**src/rtl/contador_scheduler.sv**
```systemverilog
// Round-robin scheduler that time-shares one CW-bit interval counter among NREQ requesters.
// Each grant runs LOAD, then (limit+1) COUNT cycles, then a one-cycle DONE pulse to the owner.
module contador_scheduler #(
   parameter int NREQ = 4,
   parameter int CW   = 3
) (
   input  logic                 clock,
   input  logic                 reset,
   input  logic [NREQ-1:0]      req,
   input  logic [NREQ*CW-1:0]   req_max,
   output logic [NREQ-1:0]      grant,
   output logic [NREQ-1:0]      done,
   output logic                 busy,
   output logic [CW-1:0]        cur_count
);

   localparam int SW = (NREQ > 1) ? $clog2(NREQ) : 1;
   localparam logic [NREQ-1:0] ONE_HOT0 = {{(NREQ-1){1'b0}}, 1'b1};

   typedef enum logic [1:0] {IDLE, LOAD, COUNT, DONE} state_t;

   state_t          state_q, state_d;
   logic [CW-1:0]   count_q, count_d;
   logic [CW-1:0]   maxLat_q, maxLat_d;
   logic [SW-1:0]   sel_q, sel_d;
   logic [SW-1:0]   rrLast_q, rrLast_d;

   logic [SW-1:0]   winner;
   logic [SW-1:0]   cand;
   logic            found;
   logic [CW-1:0]   limit [NREQ];

   always_comb begin
      for (int i = 0; i < NREQ; i++) begin
         limit[i] = req_max[i*CW +: CW];
      end
   end

   // Search starts just after the last owner, so a re-requesting owner goes last.
   always_comb begin
      found  = 1'b0;
      winner = rrLast_q;
      cand   = '0;
      for (int k = 1; k <= NREQ; k++) begin
         cand = SW'((int'(rrLast_q) + k) % NREQ);
         if (!found && req[cand]) begin
            found  = 1'b1;
            winner = cand;
         end
      end
   end

   always_comb begin
      state_d  = state_q;
      count_d  = count_q;
      maxLat_d = maxLat_q;
      sel_d    = sel_q;
      rrLast_d = rrLast_q;
      case (state_q)
         IDLE: begin
            if (found) begin
               sel_d    = winner;
               rrLast_d = winner;
               maxLat_d = limit[winner];
               state_d  = LOAD;
            end
         end
         LOAD: begin
            count_d = '0;
            state_d = COUNT;
         end
         COUNT: begin
            // An owner dropping its request wins over a same-cycle completion.
            if (!req[sel_q]) begin
               count_d = '0;
               state_d = IDLE;
            end else if (count_q >= maxLat_q) begin
               state_d = DONE;
            end else begin
               count_d = count_q + CW'(1);
            end
         end
         DONE: begin
            count_d = '0;
            state_d = IDLE;
         end
         default: state_d = IDLE;
      endcase
   end

   always_ff @(posedge clock or posedge reset) begin
      if (reset) begin
         state_q  <= IDLE;
         count_q  <= '0;
         maxLat_q <= '0;
         sel_q    <= '0;
         rrLast_q <= SW'(NREQ - 1);
      end else begin
         state_q  <= state_d;
         count_q  <= count_d;
         maxLat_q <= maxLat_d;
         sel_q    <= sel_d;
         rrLast_q <= rrLast_d;
      end
   end

   // Outputs decode registers only, so reset clears them without waiting for an edge.
   always_comb begin
      busy      = (state_q != IDLE);
      grant     = busy ? (ONE_HOT0 << sel_q) : '0;
      done      = (state_q == DONE) ? (ONE_HOT0 << sel_q) : '0;
      cur_count = count_q;
   end

endmodule

```
**config.mk**
```make
export PLATFORM = sky130hd
export DESIGN_NAME = contador_scheduler
export DESIGN_NICKNAME = d
export VERILOG_FILES = /design/src/rtl/contador_scheduler.sv
export SDC_FILE = /design/constraint.sdc
export NUM_CORES = 1
export LEC_CHECK = 0
export BUFFER_PORTS_ARGS = -buffer_cell sky130_fd_sc_hd__buf_2
export CELL_PAD_IN_SITES_DETAIL_PLACEMENT = 0
export CELL_PAD_IN_SITES_GLOBAL_PLACEMENT = 1
export CORE_ASPECT_RATIO = 0.9
export CORE_UTILIZATION = 34
export CTS_CLUSTER_DIAMETER = 80
export DETAILED_ROUTE_END_ITERATION = 8
export HOLD_SLACK_MARGIN = 0.05
export PLACE_DENSITY = 0.88
export SETUP_SLACK_MARGIN = 0.5
export SYNTH_ARGS = -nofsm -noshare
export SYNTH_HDL_FRONTEND = slang
export SYNTH_SLANG_ARGS = --single-unit
export TNS_END_PERCENT = 10
```
**constraint.sdc**
```tcl
create_clock -name clock -period 2.09 [get_ports clock]
set_input_delay 0.209 -clock clock [delete_from_list [all_inputs] [get_ports clock]]
set_output_delay 0.209 -clock clock [all_outputs]
set_load 0.05 [all_outputs]
```
Word-level counts from Yosys, hierarchy flattened --
Cells that the tools add are included. Widths: inputs -> output; s select.
Operators by class: $add $sub $neg 5, magnitude comparators 7, equality and inequality tests 6, shift operators 1, multiplexer cells 30, bitwise operators 1, reductions and logical operators 13
Operator list (count):
- $lt 2x3->1 const B | 5
- $mux 2 | 7
- $mux 3 | 4
- $bmux 1 s2 | 5
- $mux 1 | 9
- $mux 4 | 2
- $pmux 2 s4 | 1
- $bmux 3 s2 | 1
- $ne 3x3->1 const B | 2
- $pmux 3 s2 | 1
- $reduce_and 2->1 | 3
- $add 2x1->2 const B | 2
- $add 2x2->2 const B | 2
- $eq 2x2->1 const B | 2
- $reduce_bool 2->1 | 2
- $shl 1x2->4 const A | 1
- $add 3x1->3 const B | 1
- $ge 3x3->1 | 1
- $ge 3x3->1 const B | 1
- $logic_and 1x1->1 | 3
- $logic_not 1->1 | 3
- $not 2->3 | 1
- $eq 2x1->1 const B | 1
- $logic_not 2->1 | 1
- other kinds (2) | 2
Word-level totals: flip-flop bits (word level) 12, input port bits 18, output and inout bits 12, word-level logic and storage cells 68

Logic depth before layout (Yosys ltp) --
Gate-level depths: netlist of run 1.
word-level depth 17, depth in mapped cells 7, gate-level depth less buffers 7

Least setup slack after synthesis of run 1 --
No wires, ideal clock.
path kind register to register, start point register count_q[0], in the netlist cur_count[0], end point register count_q[1], in the netlist cur_count[1], setup time 0.133 ns, data arrival time 1.843 ns, data required time 1.957 ns, slack 0.113 ns, cell stages (with the launch flop) 8, path buffers 0, period minus slack after synthesis 1.977 ns, cells stage by stage dfrtp_1 inv_1 ha_1 nand2b_1 a21o_1 a21o_1 a21boi_1 o21ai_0
On the way: cells in the longest elaborated chain, start to end 4, elaborated cells on any way between the ends 7, classes of those cells add/sub (1); order compare (1); eq/ne (1); mux (3); reduce/logical (1)
Ends and longest elaborated chain:
- start: declaration | line 23 | logic [CW-1:0] count_q, count_d;
- start signal: assignment | line 100 | count_q <= count_d;
- $add 3x1->3 | line 80 | count_d = count_q + CW'(1);
- $mux 3 | line 77 | end else if (count_q >= maxLat_q) begin
- $mux 3 | line 74 | if (!req[sel_q]) begin
- $pmux 3 s2 | line 59 | case (state_q)
Parallel ways exist; a longest one is shown, timed or not. The select of a mux whose other input is x is not followed. A chain may end at the register's enable or synchronous reset.

Final worst setup path of run 1 --
start point register rrLast_q[1], end point register maxLat_q[0]
On the way: cells in the longest elaborated chain, start to end 17, elaborated cells on any way between the ends 31, classes of those cells add/sub (4); mux (19); bitwise (1); reduce/logical (7)
Ends and longest elaborated chain:
- start: declaration | line 26 | logic [SW-1:0] rrLast_q, rrLast_d;
- start signal: assignment | line 97 | rrLast_q <= SW'(NREQ - 1);
- start signal: assignment | line 103 | rrLast_q <= rrLast_d;
- $add 2x1->2 | line 45 | cand = SW'((int'(rrLast_q) + k) % NREQ);
- $bmux 1 s2 | line 46 | if (!found && req[cand]) begin
- $mux 1 (implied by the code) | line 46
- $mux 1 | line 46
- $logic_not 1->1 | line 46
- $logic_and 1x1->1 | line 46
- $mux 1 | line 46
- $logic_not 1->1 | line 46
- $logic_and 1x1->1 | line 46
- $mux 1 | line 46
- $logic_not 1->1 | line 46
- $logic_and 1x1->1 | line 46
- $mux 2 | line 46
- $not 2->3 (implied by the code) | line 64 | maxLat_d = limit[winner];
- $bmux 3 s2 | line 64
- $mux 3 (implied by the code) (2 in a row) | line 64
- end signal: assignment | line 101 | maxLat_q <= maxLat_d;
- end: declaration | line 24 | logic [CW-1:0] maxLat_q, maxLat_d;
Parallel ways exist; a longest one is shown, timed or not. The select of a mux whose other input is x is not followed.

==> results.toml, run 1 <==
[synth]
syn_nets = 121
synth_top_family_by_area = "simple AND/OR/NAND/NOR gates"
yosysWarnings = 0
synth_xor_area_frac = 0
yosysTopAreaCell = "dfrtp_1"
synth-seq-cells = 12
yosysSeqAreaShare = 0.367
synth_fa_ha_area_frac = 0.0606
synth-compound-area-share = 0.208
synth.distinct_cells = 25
synth_cells = 99
netlist_area_sq_um = 826
synthSimpleGateAreaFrac = 0.262
synthMuxAreaShare = 0.0758
synth_top_area_frac = 0.303
syn_avg_cell_area_sq_um = 8.34
synth_area_leaders = "dfrtp_1, nand2_1, dfstp_2"

[route]
drc_errors = 0
drtPass1Iterations = 4
drt-initial-drc-count = 6
num_vias = 810
vias_per_cell = 4.94
totalWireLength_mm = 1.98
postRouteAntennaNets = 0
wl_per_cell_um = 12.1

[clock_tree]
clk_latency_ns = 0.28
cts-root-buf = "clkbuf_4"
cts_tree = "yes"
cts_buffer_depth = 2
clk_pin_slew_ns = 0.08
numCtsBuffers = 3
cts.htree.levels = 1
cts_sinks = 12

[setup_path]
cp.required_ns = 2.28
reg2reg_from = "rrLast_q[1]"
reg2reg_depth = 5
arrival_ns = 1.79
crit_type = "reg -> reg"
r2r_end = "maxLat_q[0]"
rrSetupSlack_ns = 0.49
crit_fanout = 6
worst_setup_path_end_kind = "register"
start_kind = "register"

[run]
max_cap_violations = 0

[placement]
port_buffers = 29
placed_area_sq_um = 1020
place_worst_setup_slack_ns = 0.388
gp_congestion = 0.831
hpwlAfterDp_mm = 1.52

[pwr]
p_leak_uw = 0.000572
ir_drop_v = 0.00102
power_density_nw_per_um2 = 1460

[die]
start_util = 0.368
core_sq_um = 2240
die_area_sq_um = 2630
placementRows = 16
die_w_um = 54.0
io_pins = 30
die_h_um = 48.8

[grt]
grt-ovfl-total = 0
grt_start_max_net_pins = 13
track_usage = 0.175
grt_pass1_vias = 763
antenna_found_initial = 0
grt_pass1_wl_mm = 3.38

[min_path]
hp-start = "req_max[7]"
hold_depth = 3
holdPathEnd = "maxLat_q[1]"
hold_path_class = "in -> reg"

[sta]
setup_ws_ns = 0.491
clock_skew_ns = 0.0106
period_share = 0.765
hold_violations = 0
drv_slew = 0
min_period_ns = 1.60
setup_tns_ns = 0
rsz0062_at_grt = "yes"
tightest_slew_ns = 0.471
slew_headroom = 0.686
setup_violations = 0
max_freq_ghz = 0.626

[finish]
fin_area_sq_um = 1130
seq_area_sq_um = 304
nFillCells = 220
diodes = 0
mostFrequentLayoutCell = "buf_2"
final_cell_mix = "buf_2, nand2_1, nor2_1"
drive_gt1_frac = 0.387
area_delta_synth_final_pct = 36.7
final_nets = 160
multi_input_comb_area_sq_um = 557

[run_status]
status = "complete, no violations"
-- per-stage QoR --
stage,std cells,hold WS [ns],total power [uW],utilization
5_1_grt,164,0.259,1800,0.503
4_1_cts,163,0.229,1580,0.484
2_1_floorplan,99,0.0722,1170,-
3_3_place_gp,156,0.242,1370,0.456
3_5_place_dp,156,0.250,1390,0.456
6_report,164,0.238,1650,0.503
-- sequential cells by signal (all words and copies together), names as in the netlist --
register,count
cur_count,3
maxLat_q,3
rrLast_q,2
sel_q,2
state_q,2
-- worst max-delay path, cell delays in order, from the launching register on --
cell      delay, ns
dfstp_2        0.60
mux2i_2        0.28
a21o_1         0.17
o21ai_0        0.08
a211o_1        0.30
o211ai_1       0.09
-- logic make-up (layout without fill, tap and decap cells) --
| kind of cell | after synthesis | count (layout) |
|---|---|---|
| simple gates | 47 | 47 |
| compound gates | 25 | 25 |
| flops | 12 | 12 |
| buf+inv | 6 | 44 |
| mux | 5 | 5 |
| fa+ha+maj | 4 | 4 |
-- layout make-up --
class | instances | share of cell area
clock buffers | 4 | 0.0233
well taps | 27 | 0.0299
repair buffers | 34 | 0.164
multi-input cells | 81 | 0.493
flip-flops and latches | 12 | 0.269
inverters | 6 | 0.0200
-- power breakdown --
part	switching, uW	internal, uW
registers	124	343
logic	646	379
clock network	81.1	74.0
-- worst max-delay path by stage --
stage,start,slack (ns),to,cells past startpoint
floorplan,cur_count[0],0.31,cur_count[1],7
global placement,cur_count[0],0.42,cur_count[1],7
detailed placement,cur_count[0],0.39,cur_count[2],7
CTS,cur_count[0],0.45,cur_count[0],7
global route,rrLast_q[1],0.38,maxLat_q[2],5
finish,rrLast_q[1],0.49,maxLat_q[0],5
-- per-layer routing --
| layer | routed length, um | global-route usage |
|---|---|---|
| met1 | 950 | 0.231 |
| met2 | 941 | 0.270 |
| met3 | 77 | 0.0597 |
| met4 | 8 | 0.0395 |
| met5 | 0 | 0 |
-- cell usage after synthesis, drive strengths merged --
| cell | number |
|---|---|
| dfstp | 2 |
| a21boi | 1 |
| mux2i | 4 |
| nor3b | 1 |
| o211ai | 1 |
| mux4 | 1 |
| nand2 | 16 |
| inv | 6 |
| nor3 | 3 |
| a21o | 4 |
| a211oi | 1 |
| nand2b | 4 |
| a211o | 3 |
| nor2b | 4 |
| nand3 | 4 |
| o21ai | 8 |
| ha | 4 |
| o31ai | 2 |
| nor2 | 15 |
| a21oi | 3 |
| dfrtp | 10 |
| o221ai | 2 |
-- timing repair --
| item | 4_1_cts | 5_1_grt |
|---|---|---|
| pin swaps | 4 | 8 |
| hold endpoints to repair | 10 | 0 |
| hold buffers | 1 | 0 |
| buffers inserted | 2 | 1 |
| gates resized for setup | 6 | 5 |
| setup endpoints to repair | 7 | 15 |
No activity file was read; power rests on OpenSTA's default activity.
==> run 2, diff against run 1 <==
- clock period: 2.09 -> 1.65 ns (I/O delays scaled with it)
==> run 2 against run 1 <==
Compared with the run above: clock skew is 0.0061 ns lower; sequential power rose by 28%; routed wire length up 3.5%; via count rose by 5.4%; register-to-register slack worse by 0.41 ns; sequential share of layout area is 1.6 points lower; critical path depth up 2; highest routed layer unchanged.
==> results.toml, run 2 (synthesized netlist as in run 1, its figures left out) <==
[run_status]
status = "complete, no violations"

[sta]
tightest_slew_ns = 0.469
min_period_ns = 1.57
hold_violations = 0
drv_slew = 0
setup_violations = 0
clock_skew_ns = 0.00455
max_freq_ghz = 0.637
rsz0062_at_grt = "yes"
setup_ws_ns = 0.0797
slew_headroom = 0.687
holdWs_ns = 0.195
period_share = 0.952

[finish]
final_cell_mix = "buf_2, nand2_1, nor2_1"
mostFrequentLayoutCell = "buf_2"
final_nets = 162
fin_area_sq_um = 1220
drive_gt1_frac = 0.460
stdcell_count = 166
diodes = 0
area_delta_synth_final_pct = 47.9
nFillCells = 210

[setup_path]
rrSetupSlack_ns = 0.08
cpMaxStageDelayCell = "dfrtp_2"
path_common_cell = "a21o_1"
critPathMaxStageDelay_ns = 0.41
start_kind = "register"
crit_fanout = 4
crit_type = "reg -> reg"
cp_cell_sequence = "inv_2, ha_4, nand2b_4, a21o_1, a21o_1, a21boi_4, o21ai_1"
worst_setup_path_end_kind = "register"
cp.required_ns = 1.81
arrival_ns = 1.73

[placement]
port_buffers = 29
placed_area_sq_um = 1040
gp_congestion = 0.791
place_worst_setup_slack_ns = -0.00123
hpwlAfterDp_mm = 1.56
placed_cells = 158

[clock_tree]
cts_sinks = 12
cts_buffer_depth = 2
clk_latency_ns = 0.27
numCtsBuffers = 3
clk_pin_slew_ns = 0.08
cts-root-buf = "clkbuf_4"
cts_tree = "yes"
cts.htree.levels = 1

[min_path]
hold_path_class = "in -> reg"

[grt]
grt_start_max_net_pins = 13
grt-ovfl-total = 0
grt_pass1_vias = 829
grt_pass1_wl_mm = 3.47
antenna_found_initial = 0
track_usage = 0.179

[pwr]
ir_drop_v = 0.000887
power.total_uw = 2260
p_leak_uw = 0.000591
power_density_nw_per_um2 = 1850

[route]
vias_per_cell = 5.14
drt-initial-drc-count = 15
num_vias = 854
totalWireLength_mm = 2.05
drtPass1Iterations = 4
postRouteAntennaNets = 0
drc_errors = 0
wl_per_cell_um = 12.3

[die]
die_h_um = 48.8
die_w_um = 54.0
core_sq_um = 2240
die_area_sq_um = 2630
placementRows = 16
io_pins = 30
start_util = 0.368

[run]
max_cap_violations = 0
[run 2: cell types whose count changed in the layout (fill, tap and decap cells not counted), sizes merged]
cell and delta:
clkbuf +2
[run 2: worst paths after layout]
kind	from	to	depth (start not counted)
worst max-delay path	cur_count[0]	cur_count[2]	7
worst min-delay path	req_max[7]	maxLat_q[1]	3
worst max register to register	cur_count[0]	cur_count[2]	7
worst min register to register	rrLast_q[1]	rrLast_q[1]	2
max in group asynchronous	reset	sel_q[1]	3
min in group asynchronous	reset	cur_count[0]	3
[run 2: power by group]
part           internal [uW]  total (uW)  leakage [uW]  switching (uW)
Sequential               443         600      0.000141             157
Clock                   93.5         189     0.0000150            96.0
Combinational            580        1470      0.000435             887
Total                   1120        2260      0.000591            1140
[run 2: final cells by class]
type | count | area (sq um) | share of cell area
inverter | 6 | 22.5 | 0.0184
timing repair buffer | 36 | 240 | 0.197
multi-input combinational | 81 | 589 | 0.483
clock buffer | 4 | 26.3 | 0.0215
tap | 27 | 33.8 | 0.0277
sequential | 12 | 309 | 0.253
[run 2: metal layers]
metal / vias up / GRT usage / wire length [um]
li1: 429 / - / -
met2: 22 / 0.298 / 1000
met5: - / 0 / 0
met4: 0 / 0.0439 / 13
met1: 401 / 0.220 / 934
met3: 2 / 0.0503 / 94
[run 2: metrics by stage]
stage | setup TNS (ns) | util
after global placement | 0 | 0.465
final | 0 | 0.545
after detailed placement | -0.00123 | 0.465
after global routing | -0.0156 | 0.545
after CTS | 0 | 0.502
after floorplan | -0.0994 | -
[run 2: what timing repair did]
| action | in CTS | in global routing |
|---|---|---|
| endpoints found under the setup margin | 22 | 23 |
| hold buffers | 1 | 0 |
| resized for setup | 3 | 33 |
| pin swaps | 3 | 11 |
| hold endpoints to repair | 10 | 0 |
| buffers inserted | 3 | 0 |
[run 2: worst max-delay path, delay by kind of cell (launching register included)]
kind	cells	cell delay, ns
AO/OA/AOI/OAI	4	0.65
adder cells (fa/ha/maj)	1	0.19
buffers and inverters	1	0.08
flip-flops	1	0.41
AND/OR/NAND/NOR	1	0.12
==> run 3, diff against run 2 <==
- ABC_AREA: not set -> 1
- CORE_UTILIZATION: 34 -> 35
- PLACE_DENSITY: 0.88 -> 0.89
==> run 3 against run 2 <==
Compared with the run above: the run now ends with negative setup slack left; clock skew is 0.0036 ns lower; register-to-register slack worse by 0.21 ns; combinational power is 120% higher; power is 78% higher; sequential share of layout area is 6.6 points lower; sequential power is 1% higher; utilization is 3.4 points higher; critical endpoint is now maxLat_q[0].
==> results.toml, run 3 <==
[run_status]
status = "complete, but fails checks"
failed_checks = "negative setup slack"

[placement]
gp_congestion = 0.784
place_worst_setup_slack_ns = -0.119
placed_area_sq_um = 1370
port_buffers = 29
hpwlAfterDp_mm = 2.24
placed_cells = 242

[finish]
final_cell_mix = "nand2_1, nand3_1, nand2_2"
nFillCells = 282
diodes = 0
final_nets = 235
multi_input_comb_area_sq_um = 826
drive_gt1_frac = 0.514
seq_area_sq_um = 308
area_delta_synth_final_pct = 51.0
mostFrequentLayoutCell = "nand2_1"
fin_area_sq_um = 1640
fin_util = 0.578
stdcell_count = 252

[sta]
setup_violations = 7
hold_violations = 0
setup_ws_ns = -0.135
rsz0062_at_grt = "yes"
min_period_ns = 1.78
clock_skew_ns = 0.000909
tightest_slew_ns = 0.460
max_freq_ghz = 0.560
period_share = 1.08
slew_headroom = 0.693
drv_slew = 0

[grt]
grt-ovfl-total = 0
track_usage = 0.193
grt_pass1_wl_mm = 4.74
grt_pass1_vias = 1171
grt_start_max_net_pins = 13
antenna_found_initial = 0

[route]
highest_layer = "met4"
route.met2.wl_mm = 1.51
wl_met1_mm = 1.35
wl_met3_um = 139
drtPass1Iterations = 4
drc_errors = 0
vias_per_cell = 5.02
postRouteAntennaNets = 0
num_vias = 1266
drt-initial-drc-count = 48
wl_per_cell_um = 11.9
totalWireLength_mm = 3.01

[die]
start_util = 0.383
core_sq_um = 2840
io_pins = 30
die_w_um = 60.8
die_h_um = 54.9
placementRows = 18
die_area_sq_um = 3330

[min_path]
hold_path_class = "in -> reg"

[setup_path]
crit_type = "reg -> reg"
worst_setup_path_end_kind = "register"
start_kind = "register"
crit_fanout = 9
cp.required_ns = 1.82
arrival_ns = 1.95

[run]
max_cap_violations = 0

[clock_tree]
cts.htree.levels = 1
cts_tree = "yes"
numCtsBuffers = 3
clk_pin_slew_ns = 0.08
cts-root-buf = "clkbuf_4"
clk_latency_ns = 0.27
cts_buffer_depth = 2
cts_sinks = 12

[synth]
yosysTopAreaCell = "dfrtp_1"
synth_area_leaders = "dfrtp_1, nand2_1, nand3_1"
yosysWarnings = 0
synth.top_cells.by_count = "nand2_1, nand3_1, nand2_2, inv_1, nor2_1"
synth-seq-cells = 12
yosysSeqAreaShare = 0.278
synth_top_area_frac = 0.230
synth_cells = 165
syn_nets = 187
synth.distinct_cells = 23
yosysMostFrequentCell = "nand2_1"
synth-edff-count = 0
ys.flop_type = "dfrtp_1"
netlist_area_sq_um = 1090
syn_avg_cell_area_sq_um = 6.59
async_reset_ff_frac = 1.00

[pwr]
ir_drop_v = 0.000987
power_density_nw_per_um2 = 2450
p_leak_uw = 0.000806
[run 3: changes by cell type after synthesis, moves of 4 or more]
| cell | before | now |
|---|---|---|
| nand3_1 | 3 | 26 |
| nor2b_1 | 4 | 0 |
| mux2i_1 | 4 | 0 |
| inv_2 | 0 | 4 |
| a21o_1 | 4 | 0 |
| nand2b_1 | 4 | 0 |
| nand2_2 | 0 | 16 |
| nand2_1 | 16 | 49 |
| inv_1 | 6 | 12 |
| o21ai_1 | 1 | 5 |
[run 3: through the flow]
step                      setup TNS, ns  hold WS (ns)  power [uW]
after detailed placement         -0.534         0.200        3120
after global routing              -1.50         0.237        4330
after CTS                        -0.424         0.212        3750
after floorplan                -0.00698        0.0281        2520
final                            -0.689         0.220        4020
after global placement           -0.335         0.186        3050
[run 3: cell families after synthesis]
logic type / Yosys count / synth area share
compound gates: 18 / 0.0874
fa+ha+maj: 4 / 0.0460
simple gates: 111 / 0.498
flops: 12 / 0.278
buf+inv: 19 / 0.0817
xor+xnor: 1 / 0.00806
[run 3: per-layer routing]
layer | vias to the layer above | GRT usage
li1 | 640 | -
met1 | 573 | 0.232
met2 | 51 | 0.361
met3 | 2 | 0.0355
met4 | 0 | 0.0379
met5 | - | 0
[run 3: area by class of cell]
cell class | count | share of cell area
Clock buffer | 4 | 0.0221
Tap cell | 40 | 0.0305
Multi-Input combinational cell | 134 | 0.503
Timing Repair Buffer | 45 | 0.213
Inverter | 17 | 0.0434
Sequential cell | 12 | 0.188
[run 3: repair_timing]
action	4_1_cts	5_1_grt
gates resized for setup	39	24
setup buffers	5	0
hold endpoints to repair	10	0
pin swaps	19	17
hold buffers	1	0
setup endpoints to repair	22	23
[run 3: final timing paths]
check / from / endpoint / slack [ns] / cells past startpoint
worst min register to register: maxLat_q[1] / maxLat_q[1] / 0.49 / 2
worst min-delay path: req_max[10] / maxLat_q[1] / 0.22 / 5
max in group asynchronous: reset / rrLast_q[0] / 0.87 / 3
worst max register to register: rrLast_q[0] / maxLat_q[0] / -0.13 / 12
min in group asynchronous: reset / cur_count[1] / 0.44 / 3
worst max-delay path: rrLast_q[0] / maxLat_q[0] / -0.13 / 12
[run 3: power breakdown]
group / internal (uW) / switching (uW) / total [uW]
Sequential: 451 / 157 / 607
Combinational: 1230 / 1950 / 3170
Clock: 134 / 101 / 235
Total: 1810 / 2200 / 4020
[run 3: worst max-delay path, cell delays in order (launching register included)]
cell	delay (ns)
dfstp_2	0.60
inv_4	0.08
nand2_1	0.09
nand2_2	0.08
nand2_2	0.11
nand2_4	0.08
or2_1	0.23
nand2_1	0.07
nand2_1	0.05
nand2_2	0.09
nand3_1	0.08
nand3_1	0.07
nand2_1	0.05
